`src/rtl/disp_scan_ctrl.sv`:
```
// disp_scan_ctrl
//   Two-digit seven-segment scan controller. The raw 4-bit switch value is
//   synchronised and debounced, split into tens/units, and both digits are
//   time-multiplexed onto one shared active-low segment bus. An all-off guard
//   interval between digit slots prevents ghosting.
//
// Parameters
//   REFRESH_DIV  cycles each digit is lit per slot (>= 2)
//   DEBOUNCE     cycles the synchronised switches must be stable (>= 1)
//   BLANK_GAP    cycles with both anodes off between slots (0 = no gap)
//
// Ports
//   clk    in   system clock, rising edge
//   rst_n  in   asynchronous active-low reset
//   sw     in   [3:0] raw switch value, asynchronous to clk
//   blank  in   1 = force both anodes off (scan keeps running internally)
//   lz_en  in   1 = blank the tens digit when it is 0
//   seg    out  [6:0] active-low segments, seg[6]=a .. seg[0]=g
//   an     out  [1:0] active-low anodes, an[0]=units, an[1]=tens
//   value  out  [3:0] debounced latched switch value
//   upd    out  one-cycle pulse when value changes
module disp_scan_ctrl #(
  parameter int unsigned REFRESH_DIV = 50000,
  parameter int unsigned DEBOUNCE    = 500000,
  parameter int unsigned BLANK_GAP   = 4
) (
  input  logic       clk,
  input  logic       rst_n,
  input  logic [3:0] sw,
  input  logic       blank,
  input  logic       lz_en,
  output logic [6:0] seg,
  output logic [1:0] an,
  output logic [3:0] value,
  output logic       upd
);

  localparam int unsigned SC_W     = (DEBOUNCE > 1) ? $clog2(DEBOUNCE) : 1;
  localparam logic [SC_W-1:0] SC_LAST = SC_W'(DEBOUNCE - 1);

  localparam int unsigned SLOT_MAX = (REFRESH_DIV > BLANK_GAP) ? REFRESH_DIV : BLANK_GAP;
  localparam int unsigned RC_W     = $clog2(SLOT_MAX);
  localparam logic [RC_W-1:0] SLOT_LAST = RC_W'(REFRESH_DIV - 1);
  localparam logic [RC_W-1:0] GAP_LAST  = (BLANK_GAP > 0) ? RC_W'(BLANK_GAP - 1) : '0;
  localparam bit HAS_GAP = (BLANK_GAP > 0);

  typedef enum logic [1:0] {
    UNITS_ON,
    GAP_TU,
    TENS_ON,
    GAP_UT
  } scan_state_t;

  // ---------------------------------------------------------------------------
  // Input synchroniser and debounce
  // ---------------------------------------------------------------------------
  logic [3:0]      sync_q;
  logic [3:0]      sw_s;
  logic [3:0]      cand;
  logic [SC_W-1:0] scnt;

  always_ff @(posedge clk or negedge rst_n) begin
    if (!rst_n) begin
      sync_q <= '0;
      sw_s   <= '0;
    end else begin
      sync_q <= sw;
      sw_s   <= sync_q;
    end
  end

  always_ff @(posedge clk or negedge rst_n) begin
    if (!rst_n) begin
      cand  <= '0;
      scnt  <= '0;
      value <= '0;
      upd   <= 1'b0;
    end else begin
      upd <= 1'b0;
      if (sw_s != cand) begin
        cand <= sw_s;
        scnt <= '0;
      end else if (scnt < SC_LAST) begin
        scnt <= scnt + SC_W'(1);
      end else if (cand != value) begin
        value <= cand;
        upd   <= 1'b1;
      end
    end
  end

  // ---------------------------------------------------------------------------
  // Binary to tens/units
  // ---------------------------------------------------------------------------
  logic       tens;
  logic [3:0] units;

  always_comb begin
    tens  = (value >= 4'd10);
    units = tens ? (value - 4'd10) : value;
  end

  function automatic logic [6:0] seg_code(input logic [3:0] d);
    logic [6:0] s;
    case (d)
      4'd0:    s = 7'b0000001;
      4'd1:    s = 7'b1001111;
      4'd2:    s = 7'b0010010;
      4'd3:    s = 7'b0000110;
      4'd4:    s = 7'b1001100;
      4'd5:    s = 7'b0100100;
      4'd6:    s = 7'b0100000;
      4'd7:    s = 7'b0001111;
      4'd8:    s = 7'b0000000;
      4'd9:    s = 7'b0000100;
      default: s = 7'b1111111;
    endcase
    return s;
  endfunction

  // ---------------------------------------------------------------------------
  // Scan FSM
  // ---------------------------------------------------------------------------
  scan_state_t     state, state_n;
  logic [RC_W-1:0] rcnt, rcnt_n;

  always_ff @(posedge clk or negedge rst_n) begin
    if (!rst_n) begin
      state <= GAP_UT;
      rcnt  <= '0;
    end else begin
      state <= state_n;
      rcnt  <= rcnt_n;
    end
  end

  always_comb begin
    state_n = state;
    rcnt_n  = rcnt + RC_W'(1);
    case (state)
      UNITS_ON: begin
        if (rcnt == SLOT_LAST) begin
          state_n = HAS_GAP ? GAP_TU : TENS_ON;
          rcnt_n  = '0;
        end
      end
      GAP_TU: begin
        if (rcnt == GAP_LAST) begin
          state_n = TENS_ON;
          rcnt_n  = '0;
        end
      end
      TENS_ON: begin
        if (rcnt == SLOT_LAST) begin
          state_n = HAS_GAP ? GAP_UT : UNITS_ON;
          rcnt_n  = '0;
        end
      end
      GAP_UT: begin
        if (!HAS_GAP) begin
          // Without a gap, the reset GAP_UT cycle is already shown as the
          // first units cycle, so the units slot starts one count in.
          state_n = UNITS_ON;
          rcnt_n  = RC_W'(1);
        end else if (rcnt == GAP_LAST) begin
          state_n = UNITS_ON;
          rcnt_n  = '0;
        end
      end
      default: begin
        state_n = GAP_UT;
        rcnt_n  = '0;
      end
    endcase
  end

  // ---------------------------------------------------------------------------
  // Registered display outputs
  // ---------------------------------------------------------------------------
  scan_state_t disp_state;
  logic [6:0]  seg_n;
  logic [1:0]  an_n;

  always_comb begin
    disp_state = state;
    if (!HAS_GAP && (state == GAP_UT)) begin
      disp_state = UNITS_ON;
    end
    an_n  = 2'b11;
    seg_n = '1;
    if (!blank) begin
      case (disp_state)
        UNITS_ON: begin
          an_n  = 2'b10;
          seg_n = seg_code(units);
        end
        TENS_ON: begin
          an_n = 2'b01;
          if (!(lz_en && !tens)) begin
            seg_n = seg_code({3'b000, tens});
          end
        end
        default: begin
          an_n  = 2'b11;
          seg_n = '1;
        end
      endcase
    end
  end

  always_ff @(posedge clk or negedge rst_n) begin
    if (!rst_n) begin
      an  <= 2'b11;
      seg <= '1;
    end else begin
      an  <= an_n;
      seg <= seg_n;
    end
  end

endmodule

```
`config.mk`:
```
export PLATFORM = sky130hd
export DESIGN_NAME = disp_scan_ctrl
export DESIGN_NICKNAME = d
export VERILOG_FILES = /design/src/rtl/disp_scan_ctrl.sv
export SDC_FILE = /design/constraint.sdc
export NUM_CORES = 1
export LEC_CHECK = 0
export BUFFER_PORTS_ARGS = -buffer_cell sky130_fd_sc_hd__clkbuf_2
export CAP_MARGIN = 5
export CORE_UTILIZATION = 45
export CTS_CLUSTER_SIZE = 10
export DETAILED_ROUTE_END_ITERATION = 8
export GPL_TIMING_DRIVEN = 0
export PLACE_DENSITY_LB_ADDON = 0.2
export SETUP_SLACK_MARGIN = 0.5
export SYNTH_ARGS = -nofsm -noshare
export SYNTH_HDL_FRONTEND = slang
export SYNTH_SLANG_ARGS = --single-unit
```
`constraint.sdc`:
```
create_clock -name clk -period 2.6 [get_ports clk]
set_input_delay 0 -clock clk [delete_from_list [all_inputs] [get_ports clk]]
set_output_delay 0 -clock clk [all_outputs]
set_load 0.02 [all_outputs]
```
==> results.json, run 1 <==
{
  "synth_area_um2": 3108,
  "drt-initial-drc-count": 123,
  "synthArstFlopShare_pct": 100.0,
  "ys_ff_latch": 63,
  "critPathCaptureType": "flop",
  "cts.root.buffer_cell": "clkbuf_8",
  "finClkSkew_ns": 0.005949,
  "fp.coreArea_um2": 6495,
  "final-seq-area_um2": 1593,
  "dpl.hpwl_um": 3859,
  "n_fill_cell": 557,
  "grt_max_degree": 64,
  "busiest_layer": "met2",
  "postRouteAntennaNets": 0,
  "fin_nets": 366,
  "synth_area_leaders": "dfrtp_1, dfstp_2, ha_1, xnor2_1, nand2_1",
  "ys_warn_count": 0,
  "grtUsageMet2_pct": 30.35,
  "cp_max_fo": 7,
  "synth-simple-area-share_pct": 19.73,
  "period_minus_slack_ns": 2.167,
  "tritoncts": "yes",
  "hold_viol": 0,
  "yosysSeqAreaShare_pct": 51.17,
  "boundaryPins": 22,
  "start_util_pct": 47.85,
  "path_buf_inv": 0,
  "power_density_nw_per_um2": 510.0,
  "synth_top_area_share_pct": 41.87,
  "synth-edff-count": 0,
  "n_antenna_cell": 0,
  "outcome": "completed",
  "muxShareOfSynthArea_pct": 2.456,
  "area_growth_syn_to_layout_pct": 18.76,
  "cts_sinks": 63,
  "vias": 2350,
  "max_stage_delay_ns": 0.55,
  "synth_cell_types": 46,
  "syn_nets": 320,
  "die_x_um": 85.11,
  "gp_congestion": 0.7407,
  "ir_drop_v": 0.0003586,
  "multi_input_area_um2": 1510,
  "postSynthAreaPerCell_um2": 10.36,
  "worstPathCellList": "or4_4, a211oi_4, o211ai_1, or4_1, o21ai_1",
  "synth_flop_cell": "dfrtp_1",
  "dp.cells": 398,
  "hold_path_class": "input pin to flop",
  "worstPathArrival_ns": 2.44,
  "maxCapViolations": 0,
  "tightest_slew_ns": 0.8302,
  "rsz0062_at_grt": "true",
  "viasPerCell": 5.491,
  "layoutNonFillerInstCount": 428,
  "r2r_setup_slack_ns": 0.43,
  "synth_top_area_cell": "dfrtp_1",
  "grt_pass1_wl_um": 10630,
  "crit_family": "simple AND/OR/NAND/NOR gates",
  "htreeDepth": 3,
  "io_buffer_count": 21,
  "dieArea_um2": 7243,
  "relSlewSlack_pct": 44.65,
  "crit_type": "flop to flop",
  "synthAdderAreaFrac_pct": 4.831,
  "grtUsageMet1_pct": 24.62,
  "wl_per_cell_um": 13.85,
  "post-route-drc-count": 0,
  "clk_pin_slew_ns": 0.08,
  "max-clock-path-buffers": 2,
  "gr-usage-all-layers_pct": 19.00,
  "setup_tns_ns": 0,
  "crit_slowest_cell": "or4_4",
  "start_kind": "flop",
  "synthCells": 300,
  "fin_crit_sh_pct": 83.36,
  "cts_inserted_buffers": 9,
  "drt-total-wl_um": 5928,
  "first_global_vias": 2366,
  "p_total_mw": 1.882,
  "max_freq_ghz": 0.4614,
  "met3_usage_pct": 4.767,
  "p_leak_nw": 1.571,
  "first_pass_iters": 5,
  "grt.overflow.total": 0,
  "synth_top_family_by_area": "simple AND/OR/NAND/NOR gates",
  "die_h_um": 85.11,
  "synth_compound_area_share_pct": 12.16,
  "antenna_found_initial": 0,
  "setup_violations": 0,
  "clock_latency_ns": 0.34,
  "synthXorXnorAreaFrac_pct": 7.327,
  "cp.required_ns": 2.87,
  "drive_gt1_share_pct": 20.51,
  "fp-row-count": 29,
  "drv_slew": 0
}
==> path summary, 6_finish.rpt <==
kind / depth (start not counted) / to / startpoint
max: 5 / scnt[12] / scnt[9]
max reg2reg: 5 / scnt[12] / scnt[9]
min reg2reg: 0 / sw_s[0] / sync_q[0]
max in group asynchronous: 2 / scnt[9] / rst_n
min: 2 / sync_q[0] / sw[0]
min in group asynchronous: 2 / scnt[8] / rst_n
==> metal layers <==
metal | vias to the layer above | share of wire [%]
met1 | 1132 | 47
met3 | 9 | 3.5
met2 | 39 | 48
met4 | 0 | 1.6
met5 | - | 0
li1 | 1170 | -
==> layout make-up <==
| type | instances | share of cell area (%) |
|---|---|---|
| buffer | 12 | 1.525 |
| clock buffer | 9 | 3.356 |
| clock inverter | 7 | 1.695 |
| inverter | 7 | 0.7119 |
| multi-input combinational | 219 | 40.92 |
| sequential | 63 | 43.15 |
| tap | 77 | 2.610 |
| timing repair buffer | 34 | 6.034 |
==> per-stage QoR <==
step           utilization [%]  worst slack (ns)  hold WS, ns  instance area [µm²]
3_3_place_gp             51.01            0.3867       0.1098                 3313
2_1_floorplan                -            0.5379      -0.2956                 3112
5_1_grt                  56.83            0.3308       0.2720                 3691
6_report                 56.83            0.4327       0.2980                 3691
4_1_cts                  56.12            0.4614       0.2747                 3645
3_5_place_dp             51.05            0.3668       0.1100                 3316
==> cell families after synthesis <==
family,count (synthesis)
AO/OA/AOI/OAI,56
adder cells (fa/ha/maj),12
flip-flops,63
XOR/XNOR,26
AND/OR/NAND/NOR,117
buffers and inverters,19
multiplexers,7
==> synth_stat cells, types with 2 or more instances <==
| cell | n |
|---|---|
| dfrtp_1 | 52 |
| nand2_1 | 27 |
| nor2_1 | 26 |
| nand3_1 | 15 |
| xnor2_1 | 15 |
| o21ai_1 | 13 |
| ha_1 | 12 |
| a21oi_1 | 11 |
| dfstp_2 | 11 |
| xor2_1 | 11 |
| clkbuf_1 | 10 |
| inv_1 | 7 |
| or4_1 | 7 |
| o211ai_1 | 6 |
| and3_1 | 5 |
| and4_1 | 5 |
| mux2_1 | 5 |
| nand2b_1 | 5 |
| nand4_1 | 5 |
| nor3_1 | 5 |
| nor4_1 | 4 |
| o21a_1 | 4 |
| o31ai_1 | 4 |
| or3_1 | 3 |
| a211o_1 | 2 |
| a21o_1 | 2 |
| a311oi_1 | 2 |
| mux2i_1 | 2 |
| nand3b_1 | 2 |
| nor3b_1 | 2 |
| nor4b_1 | 2 |
| o21ai_0 | 2 |
| o22ai_1 | 2 |
| o31a_1 | 2 |
==> worst register-to-register path, delay by kind of cell, from the launching register on <==
family | cells | cell delay, ns
flip-flops | 1 | 0.42
AO/OA/AOI/OAI | 3 | 0.66
AND/OR/NAND/NOR | 2 | 1.02
==> cells in the final DEF (no fill, tap or decap), types with 3 or more instances in the layout <==
cell type,instances
nand3_1,15
nor2_1,26
nand2b_1,5
nor3_1,5
o21a_1,4
and3_1,5
o211ai_1,6
clkbuf_2,23
inv_1,7
clkbuf_1,7
nor4_1,3
and4_1,5
ha_1,12
mux2_1,5
dfrtp_1,50
or3_1,3
o21ai_1,13
buf_4,6
dlygate4sd3_1,7
or4_1,6
dfstp_2,11
inv_6,4
nand4_1,5
xor2_1,11
nand2_1,27
a21oi_1,10
clkbuf_8,9
xnor2_1,15
o31ai_1,3
==> power breakdown <==
part           internal, mW  switching [mW]  total, mW
logic                0.0267          0.0464     0.0731
registers             0.999         0.00902       1.01
clock network         0.367           0.434      0.801
==> state kept, by name, summed over array words and instances (netlist names) <==
signal,flops
disp_state,2
cand,4
upd,1
value,4
rcnt,16
an,2
sync_q,4
scnt,19
sw_s,4
seg,7
==> repair_timing <==
action                     CTS  global route
cloned                       1             0
pin swaps                    7             8
hold endpoints to repair    65             0
resized for setup            5            13
hold buffers                 7             0
setup endpoints to repair   26            32
setup buffers                6             0
Note: power is estimated with default switching activity, not from simulation.
==> run 2: changes to the inputs <==
==> constraint.sdc (replaced) <==
create_clock -name clk -period 1.9 [get_ports clk]
set_input_delay 0 -clock clk [delete_from_list [all_inputs] [get_ports clk]]
set_output_delay 0 -clock clk [all_outputs]
set_load 0.02 [all_outputs]
==> results.json, run 2 (synthesis results as in run 1) <==
{
  "worstPathCellList": "or4_4, a211oi_4, o211ai_1, buf_4, or4_1, o21ai_1",
  "grt_pass1_wl_um": 11440,
  "combinationalPowerShare_pct": 4.1,
  "critPathCaptureType": "flop",
  "fin_nets": 407,
  "maxCapViolations": 0,
  "power_switching_uw": 572.6,
  "largest_reg_flops": 19,
  "cp_max_fo": 7,
  "antenna_found_initial": 0,
  "dpl.hpwl_um": 3874,
  "viasPerCell": 5.529,
  "p_total_mw": 2.619,
  "die_x_um": 85.11,
  "power_frac_clock_pct": 43.1,
  "cts.root.buffer_cell": "clkbuf_8",
  "boundaryPins": 22,
  "drt-initial-drc-count": 150,
  "max-clock-path-buffers": 2,
  "wl_per_cell_um": 15.74,
  "cts_inserted_buffers": 9,
  "cp.required_ns": 2.16,
  "setup_tns_ns": -2.250,
  "hold_path_class": "input pin to flop",
  "pwr-share-seq_pct": 52.8,
  "tightest_slew_ns": 0.8476,
  "dieArea_um2": 7243,
  "first_global_vias": 2458,
  "clk_pin_slew_ns": 0.07,
  "area_growth_syn_to_layout_pct": 47.66,
  "n_antenna_cell": 0,
  "violations": "setup timing",
  "fin_crit_sh_pct": 109.9,
  "p_int_mw": 2.046,
  "cts_sinks": 63,
  "outcome": "finished, violations left",
  "max_freq_ghz": 0.4789,
  "postRouteAntennaNets": 0,
  "tritoncts": "yes",
  "gp_congestion": 0.8309,
  "mostFrequentLayoutCells": "dfrtp_1, buf_4, nand2_1",
  "p_sw_share_pct": 21.86,
  "worst_slack_ns": -0.1882,
  "worstPathArrival_ns": 2.35,
  "gr-usage-all-layers_pct": 20.27,
  "max_stage_delay_ns": 0.55,
  "post-route-drc-count": 0,
  "relSlewSlack_pct": 43.49,
  "topRoutingLayerUsed": "met4",
  "final_core_util_pct": 70.66,
  "grt_max_degree": 64,
  "largestRegisters": "scnt: 19 flops, rcnt: 16 flops, seg: 7 flops",
  "wl_met3_um": 235,
  "wl_met2_um": 3705,
  "die_h_um": 85.11,
  "layout_commonest_cell": "dfrtp_1",
  "crit_slowest_cell": "or4_4",
  "drt-total-wl_um": 7381,
  "finClkSkew_ns": 0.006469,
  "period_minus_slack_ns": 2.088,
  "layoutNonFillerInstCount": 469,
  "regMostFlops": "scnt",
  "start_util_pct": 47.85,
  "first_pass_iters": 4,
  "vias": 2593,
  "crit_type": "flop to flop",
  "clock_latency_ns": 0.33,
  "ir_drop_v": 0.0004906,
  "p_leak_nw": 1.949,
  "dp.cells": 398,
  "hold_viol": 0,
  "fp.coreArea_um2": 6495,
  "htreeDepth": 3,
  "rsz0062_at_grt": "true",
  "wl_met1_um": 3359,
  "drv_slew": 0,
  "setup_violations": 19,
  "fp-row-count": 29,
  "start_kind": "flop",
  "grt.overflow.total": 0,
  "io_buffer_count": 21,
  "power_density_nw_per_um2": 570.6,
  "drive_gt1_share_pct": 47.45
}
run 2: area by class of cell:
type / instances / area, µm²
repair buffers: 76 / 604.3
inverters: 7 / 28.78
flip-flops and latches: 63 / 1604
clock buffers: 12 / 145.1
multi-input cells: 218 / 1949
well taps: 77 / 96.34
plain buffers: 12 / 116.4
fillers: 454 / 1906
clock inverters: 4 / 45.04
run 2: routing by layer:
layer,track usage [%],vias up
met1,26.88,1301
met4,6.317,0
met3,5.253,6
met2,32.70,42
li1,-,1244
met5,0,-
run 2: timing repair:
item / 4_1_cts / 5_1_grt
gates resized for setup: 56 / 59
hold buffers: 7 / 0
pin swaps: 24 / 16
hold endpoints to repair: 65 / 0
buffers inserted: 29 / 17
endpoints found under the setup margin: 47 / 46
gates cloned: 1 / 1
run 2: path summary, 6_finish.rpt:
kind | startpoint | endpoint | slack [ns] | cells past startpoint
worst max-delay path | scnt[5] | scnt[12] | -0.19 | 6
worst min-delay path | sw[2] | sync_q[2] | 0.31 | 2
worst max register to register | scnt[5] | scnt[12] | -0.19 | 6
worst min register to register | sync_q[0] | sw_s[0] | 0.35 | 0
max in group asynchronous | rst_n | scnt[14] | 0.95 | 2
min in group asynchronous | rst_n | rcnt[3] | 0.34 | 2
run 2: critical path: cells and delay by family, from the launching register on:
family	cells	cell delay, ns
simple gates	2	0.94
buf+inv	1	0.20
compound gates	3	0.50
flops	1	0.39
run 2: power by group through the flow:
stage | Clock [mW] | Sequential [mW] | Combinational (mW)
floorplan | 0 | 1.41 | 0.0301
global placement | 0 | 1.41 | 0.0899
detailed placement | 0 | 1.41 | 0.0908
CTS | 1.16 | 1.38 | 0.106
global route | 1.22 | 1.38 | 0.121
finish | 1.13 | 1.38 | 0.107
run 2: metrics by stage:
step,instance area (µm²),setup WS [ns],hold slack [ns]
after floorplan,3242,-0.03536,-0.2956
after CTS,4187,-0.1444,0.3015
after global placement,3443,-0.2079,0.1078
after detailed placement,3446,-0.2303,0.1104
final,4589,-0.1882,0.3124
after global routing,4589,-0.2764,0.3049
